--- src/rtl/mul_pipe.sv ---
// mul_pipe: fully pipelined WIDTH x WIDTH integer multiplier with MUL/MULH/MULHU/MULHSU
// result modes, valid/ready handshake on both sides, pass-through tag and pipeline flush.
module mul_pipe #(
  parameter int WIDTH  = 32,
  parameter int STAGES = 2,
  parameter int TAG_W  = 4
) (
  input  logic             clk,
  input  logic             reset,
  input  logic             flush,
  input  logic             in_valid,
  output logic             in_ready,
  input  logic [1:0]       in_mode,
  input  logic [WIDTH-1:0] in_x,
  input  logic [WIDTH-1:0] in_y,
  input  logic [TAG_W-1:0] in_tag,
  output logic             out_valid,
  input  logic             out_ready,
  output logic [WIDTH-1:0] out_result,
  output logic [TAG_W-1:0] out_tag
);
  localparam int HALF = WIDTH / 2;
  localparam int PW   = 2 * WIDTH;
  localparam logic [1:0] MODE_MUL  = 2'b00;
  localparam logic [1:0] MODE_MULH = 2'b01;

  logic [STAGES-1:0] valid_q, valid_d, adv, load;
  logic [TAG_W-1:0]  tag_q [STAGES];
  logic [TAG_W-1:0]  tag_d [STAGES];
  logic              accept, x_sgn, y_sgn;
  logic [PW-1:0]     x_ext, y_hi_ext, pp_lo, pp_hi;

  function automatic logic [WIDTH-1:0] select_half(input logic [1:0]    mode,
                                                   input logic [PW-1:0] lo,
                                                   input logic [PW-1:0] hi);
    logic [PW-1:0] prod;
    prod = lo + (hi << HALF);
    return (mode == MODE_MUL) ? prod[WIDTH-1:0] : prod[PW-1:WIDTH];
  endfunction

  // y is split into an unsigned low half and a (possibly signed) high half; all
  // arithmetic is modulo 2^(2*WIDTH), so the extended operands carry the signedness.
  always_comb begin
    x_sgn    = in_x[WIDTH-1] & in_mode[0];
    y_sgn    = in_y[WIDTH-1] & (in_mode == MODE_MULH);
    x_ext    = {{WIDTH{x_sgn}}, in_x};
    y_hi_ext = {{(WIDTH+HALF){y_sgn}}, in_y[WIDTH-1:HALF]};
    pp_lo    = x_ext * {{(PW-HALF){1'b0}}, in_y[HALF-1:0]};
    pp_hi    = x_ext * y_hi_ext;
  end

  // A stage can move if any stage from it to the head is empty or the head is consumed.
  for (genvar gi = 0; gi < STAGES; gi++) begin : g_adv
    assign adv[gi] = out_ready | ~(&valid_q[STAGES-1:gi]);
  end

  assign in_ready  = ~flush & adv[0];
  assign accept    = in_valid & in_ready;
  assign out_valid = valid_q[STAGES-1];
  assign out_tag   = tag_q[STAGES-1];

  always_comb begin
    load     = '0;
    load[0]  = accept;
    valid_d  = valid_q;
    if (adv[0]) valid_d[0] = accept;
    tag_d[0] = load[0] ? in_tag : tag_q[0];
    for (int k = 1; k < STAGES; k++) begin
      load[k]  = adv[k] & valid_q[k-1];
      if (adv[k]) valid_d[k] = valid_q[k-1];
      tag_d[k] = load[k] ? tag_q[k-1] : tag_q[k];
    end
    if (flush) valid_d = '0;
  end

  always_ff @(posedge clk) begin
    if (reset) begin
      valid_q <= '0;
      for (int k = 0; k < STAGES; k++) tag_q[k] <= '0;
    end else begin
      valid_q <= valid_d;
      tag_q   <= tag_d;
    end
  end

  if (STAGES == 1) begin : g_single
    logic [WIDTH-1:0] res_q, res_d;

    always_comb res_d = load[0] ? select_half(in_mode, pp_lo, pp_hi) : res_q;

    always_ff @(posedge clk) begin
      if (reset) res_q <= '0;
      else       res_q <= res_d;
    end

    assign out_result = res_q;
  end else begin : g_multi
    // Stage 0 holds the partial products; stage 1 sums them and picks the half.
    logic [PW-1:0]    pp_lo_q, pp_lo_d, pp_hi_q, pp_hi_d;
    logic [1:0]       mode_q, mode_d;
    logic [WIDTH-1:0] res_q [1:STAGES-1];
    logic [WIDTH-1:0] res_d [1:STAGES-1];

    always_comb begin
      pp_lo_d  = load[0] ? pp_lo : pp_lo_q;
      pp_hi_d  = load[0] ? pp_hi : pp_hi_q;
      mode_d   = load[0] ? in_mode : mode_q;
      res_d[1] = load[1] ? select_half(mode_q, pp_lo_q, pp_hi_q) : res_q[1];
      for (int k = 2; k < STAGES; k++) begin
        res_d[k] = load[k] ? res_q[k-1] : res_q[k];
      end
    end

    always_ff @(posedge clk) begin
      if (reset) begin
        pp_lo_q <= '0;
        pp_hi_q <= '0;
        mode_q  <= '0;
        for (int k = 1; k < STAGES; k++) res_q[k] <= '0;
      end else begin
        pp_lo_q <= pp_lo_d;
        pp_hi_q <= pp_hi_d;
        mode_q  <= mode_d;
        res_q   <= res_d;
      end
    end

    assign out_result = res_q[STAGES-1];
  end

endmodule
--- config.mk ---
export PLATFORM = sky130hd
export DESIGN_NAME = mul_pipe
export DESIGN_NICKNAME = d
export VERILOG_FILES = /design/src/rtl/mul_pipe.sv
export SDC_FILE = /design/constraint.sdc
export NUM_CORES = 2
export LEC_CHECK = 0
export CAP_MARGIN = 25
export CORE_AREA = 2 2 339 341
export CTS_CLUSTER_DIAMETER = 120
export DETAILED_ROUTE_END_ITERATION = 16
export DIE_AREA = 0 0 341 343
export HOLD_SLACK_MARGIN = 0.02
export PLACE_DENSITY = 0.61
export SYNTH_ARGS = -nofsm -noshare
export SYNTH_HDL_FRONTEND = slang
export SYNTH_SLANG_ARGS = --single-unit
export TNS_END_PERCENT = 30
--- constraint.sdc ---
create_clock -name clk -period 7.1 [get_ports clk]
set_input_delay 1.065 -clock clk [delete_from_list [all_inputs] [get_ports clk]]
set_output_delay 1.065 -clock clk [all_outputs]
set_load 0.01 [all_outputs]
==> flow_summary_export.csv <==
group,metric,value,unit
synthesis,synth-edff-count,0,
worst_setup_path,worstPathArrival,7520,ps
synthesis,syn_nets,6689,
detailed_routing,dr.pass1.iters,8,
placed_design,pre_cts_ws,-1140,ps
detailed_routing,drt-vias-per-instance,5.03,
detailed_routing,drc_errors,0,
finish,mostFrequentLayoutCell,"inv_1",
global_route,grt_pass1_wl,224000,µm
die,die_area,0.117,mm²
clock_tree,cts_tree,"done",
synthesis,syn_avg_cell_area,8.47,µm²
global_route,grt-ovfl-total,0,
worst_setup_path,crit_path_start_kind,"primary input",
sta,slew_violations,0,
die,coreArea,0.113,mm²
worst_setup_path,crit_slowest_cell,"fa_1",
placed_design,placed_area,0.0526,mm²
finish,nets,7268,
worst_setup_path,cp_cell_sequence,"buf_6, nand3b_1, buf_12, buf_12, nor2_4, fa_1, fa_1, fa_1, fa_1, fa_1, inv_2, fa_1, inv_2, ha_4, nand4_1, nor3_2, o211ai_1, a41o_4, a2111oi_4, or4_1, a31oi_1, or4b_1, a31oi_1",
sta,setup_viol,1,
global_route,grtUsageTotal,24.8,%
synthesis,syn_inst,5308,
sta,period_share,101,%
placed_design,port-buffer-count,112,
global_route,met3_usage,5.01,%
clock_tree,htreeDepth,4,
clock_tree,cts.sinks,142,
detailed_routing,vias,37300,
finish,drive_gt1_share,16.5,%
finish,mostFrequentLayoutCells,"inv_1, fa_1, nand2_1",
min_path,hold_path_class,"flop to flop",
clock_tree,cts_buffer_depth,2,
detailed_routing,ant_nets,0,
die,fp.dieW,341,µm
worst_setup_path,critPathMaxFanout,4,
synthesis,synth_seq_cells,142,
detailed_routing,drtIter0Drc,2727,
sta,hold_viol,0,
synthesis,synth_ff_type,"dfxtp_1",
global_route,antenna_found_initial,11,
worst_setup_path,required,7480,ps
finish,multiInputGateArea,0.0373,mm²
finish,fin_area,0.0556,mm²
global_route,busiest_layer,"met2",
detailed_routing,routed_wl,142000,µm
run_status,status,"finished, violations left",
finish,finish.utilization,49.0,%
finish,area_growth,23.6,%
placed_design,dp.final_hpwl,111000,µm
die,start_util,39.7,%
finish,fillers,10700,
global_route,use_met1,31.9,%
worst_setup_path,cpMostUsedCell,"fa_1",
global_route,grt_start_max_net_pins,74,
worst_setup_path,critical_path_class,"primary input to flop",
global_route,grt_use_met2,41.1,%
clock_tree,cts-root-buf,"clkbuf_16",
sta,fmax,140,MHz
sta,fin_worst_skew,14.8,ps
clock_tree,clkSlewWorstSetupHoldPaths,70,ps
flow_run,maxCapViolations,0,
sta,period_minus_slack,7140,ps
synthesis,synth_cell_types,71,
synthesis,synthArstFlopShare,0,%
clock_tree,clk_latency,440,ps
synthesis,ys_seq_area_share,6.32,%
synthesis,syn-cell-area,0.0450,mm²
worst_setup_path,max_stage_delay,580,ps
die,rows,124,
detailed_routing,wl_per_cell,19.1,µm
die,die_h,343,µm
synthesis,ys_warn_count,0,
sta,max_slew_margin,36.2,%
global_route,grt_pass1_vias,40000,
worst_setup_path,endpoint_kind,"flop",
placed_design,gp_congestion,0.934,
sta,rsz0062_at_grt,"yes",
sta,setup_ws,-41.5,ps
die,ioPinCount,113,
clock_tree,cts_buffers,17,
sta,tightest_slew,957,ps
finish,ff_latch_area,0.00284,mm²
run_status,violations,"negative setup slack",
layer usage:
layer | vias to the layer above | wire [µm]
met3 | 269 | 10900
met1 | 18900 | 58300
met5 | - | 27
li1 | 17000 | -
met4 | 4 | 6760
met2 | 1172 | 65800
through the flow:
step                      hold WS [ps]  TNS, ps  instances
after global routing               463    -1400       7411
after CTS                          451        0       7379
after global placement             439   -36140       7267
final                              449    -41.5       7412
after detailed placement           442   -37390       7267
after floorplan                    429        0       5308
state kept, by name, indices dropped and copies added, names as in the netlist:
register,count
out_result,32
g_multi.pp_hi_q,48
out_tag,4
tag_q,4
g_multi.pp_lo_q,50
g_multi.mode_q,2
valid_q,2
logic make-up (layout without fill, tap and decap cells):
logic type,count (synthesis),after routing,share of synthesized area [%]
simple gates,1619,1619,16.5
buf+inv,1499,2090,12.5
fa+ha+maj,1306,1306,53.4
compound gates,606,606,8.49
flops,142,142,6.32
xor+xnor,132,132,2.57
mux,4,4,0.0918
other cells,0,1,0
worst max-delay path, delay by kind of cell:
kind	cells	cell delay [ps]
compound gates	5	1190
fa+ha+maj	7	3330
buf+inv	5	500
simple gates	6	1410
area by class of cell:
| cell class | count | share of cell area (%) |
|---|---|---|
| flip-flops and latches | 142 | 5.11 |
| well taps | 1512 | 3.40 |
| repair buffers | 850 | 15.2 |
| clock buffers | 18 | 0.772 |
| multi-input cells | 3667 | 67.0 |
| diodes | 1 | 0.00450 |
| inverters | 1209 | 8.16 |
| clock inverters | 13 | 0.295 |
synthesized netlist by cell type (13+ instances only):
cell	n	area, µm²
clkbuf_1	270	1010
xor2_1	51	447
a21o_1	88	661
and3_1	26	163
nor2_1	142	533
o21ai_0	93	465
a311oi_1	13	114
o21bai_1	21	158
a31oi_1	24	150
a21oi_1	227	1140
a211oi_1	37	278
dfxtp_1	142	2840
nand4_1	27	169
inv_1	1209	4540
xnor2_1	81	709
nand2_1	911	3420
o21a_1	17	128
nor3_1	28	140
buf_1	13	48.8
ha_1	280	3500
fa_1	1026	20500
nand2b_1	14	87.6
nand3_1	40	200
nor2b_1	18	113
and2_1	374	2340
worst paths after layout:
check                          start                   to  slack, ps  cells past startpoint
setup reg to reg  g_multi.pp_hi_q[9]       out_result[29]       3660                     11
hold reg to reg        out_result[7]        out_result[7]        450                      2
setup / recovery          in_mode[1]  g_multi.pp_hi_q[40]        -40                     23
hold / removal         out_result[7]        out_result[7]        450                      2
timing repair:
action	4_1_cts	5_1_grt
setup buffers	61	32
hold buffers	0	0
setup endpoints to repair	45	43
gates resized for setup	195	194
pin swaps	71	77
cloned	21	3
Power is left out: the tool's default activity adds up to more than one toggle a clock period on the data nets, which glitch-free logic cannot reach.
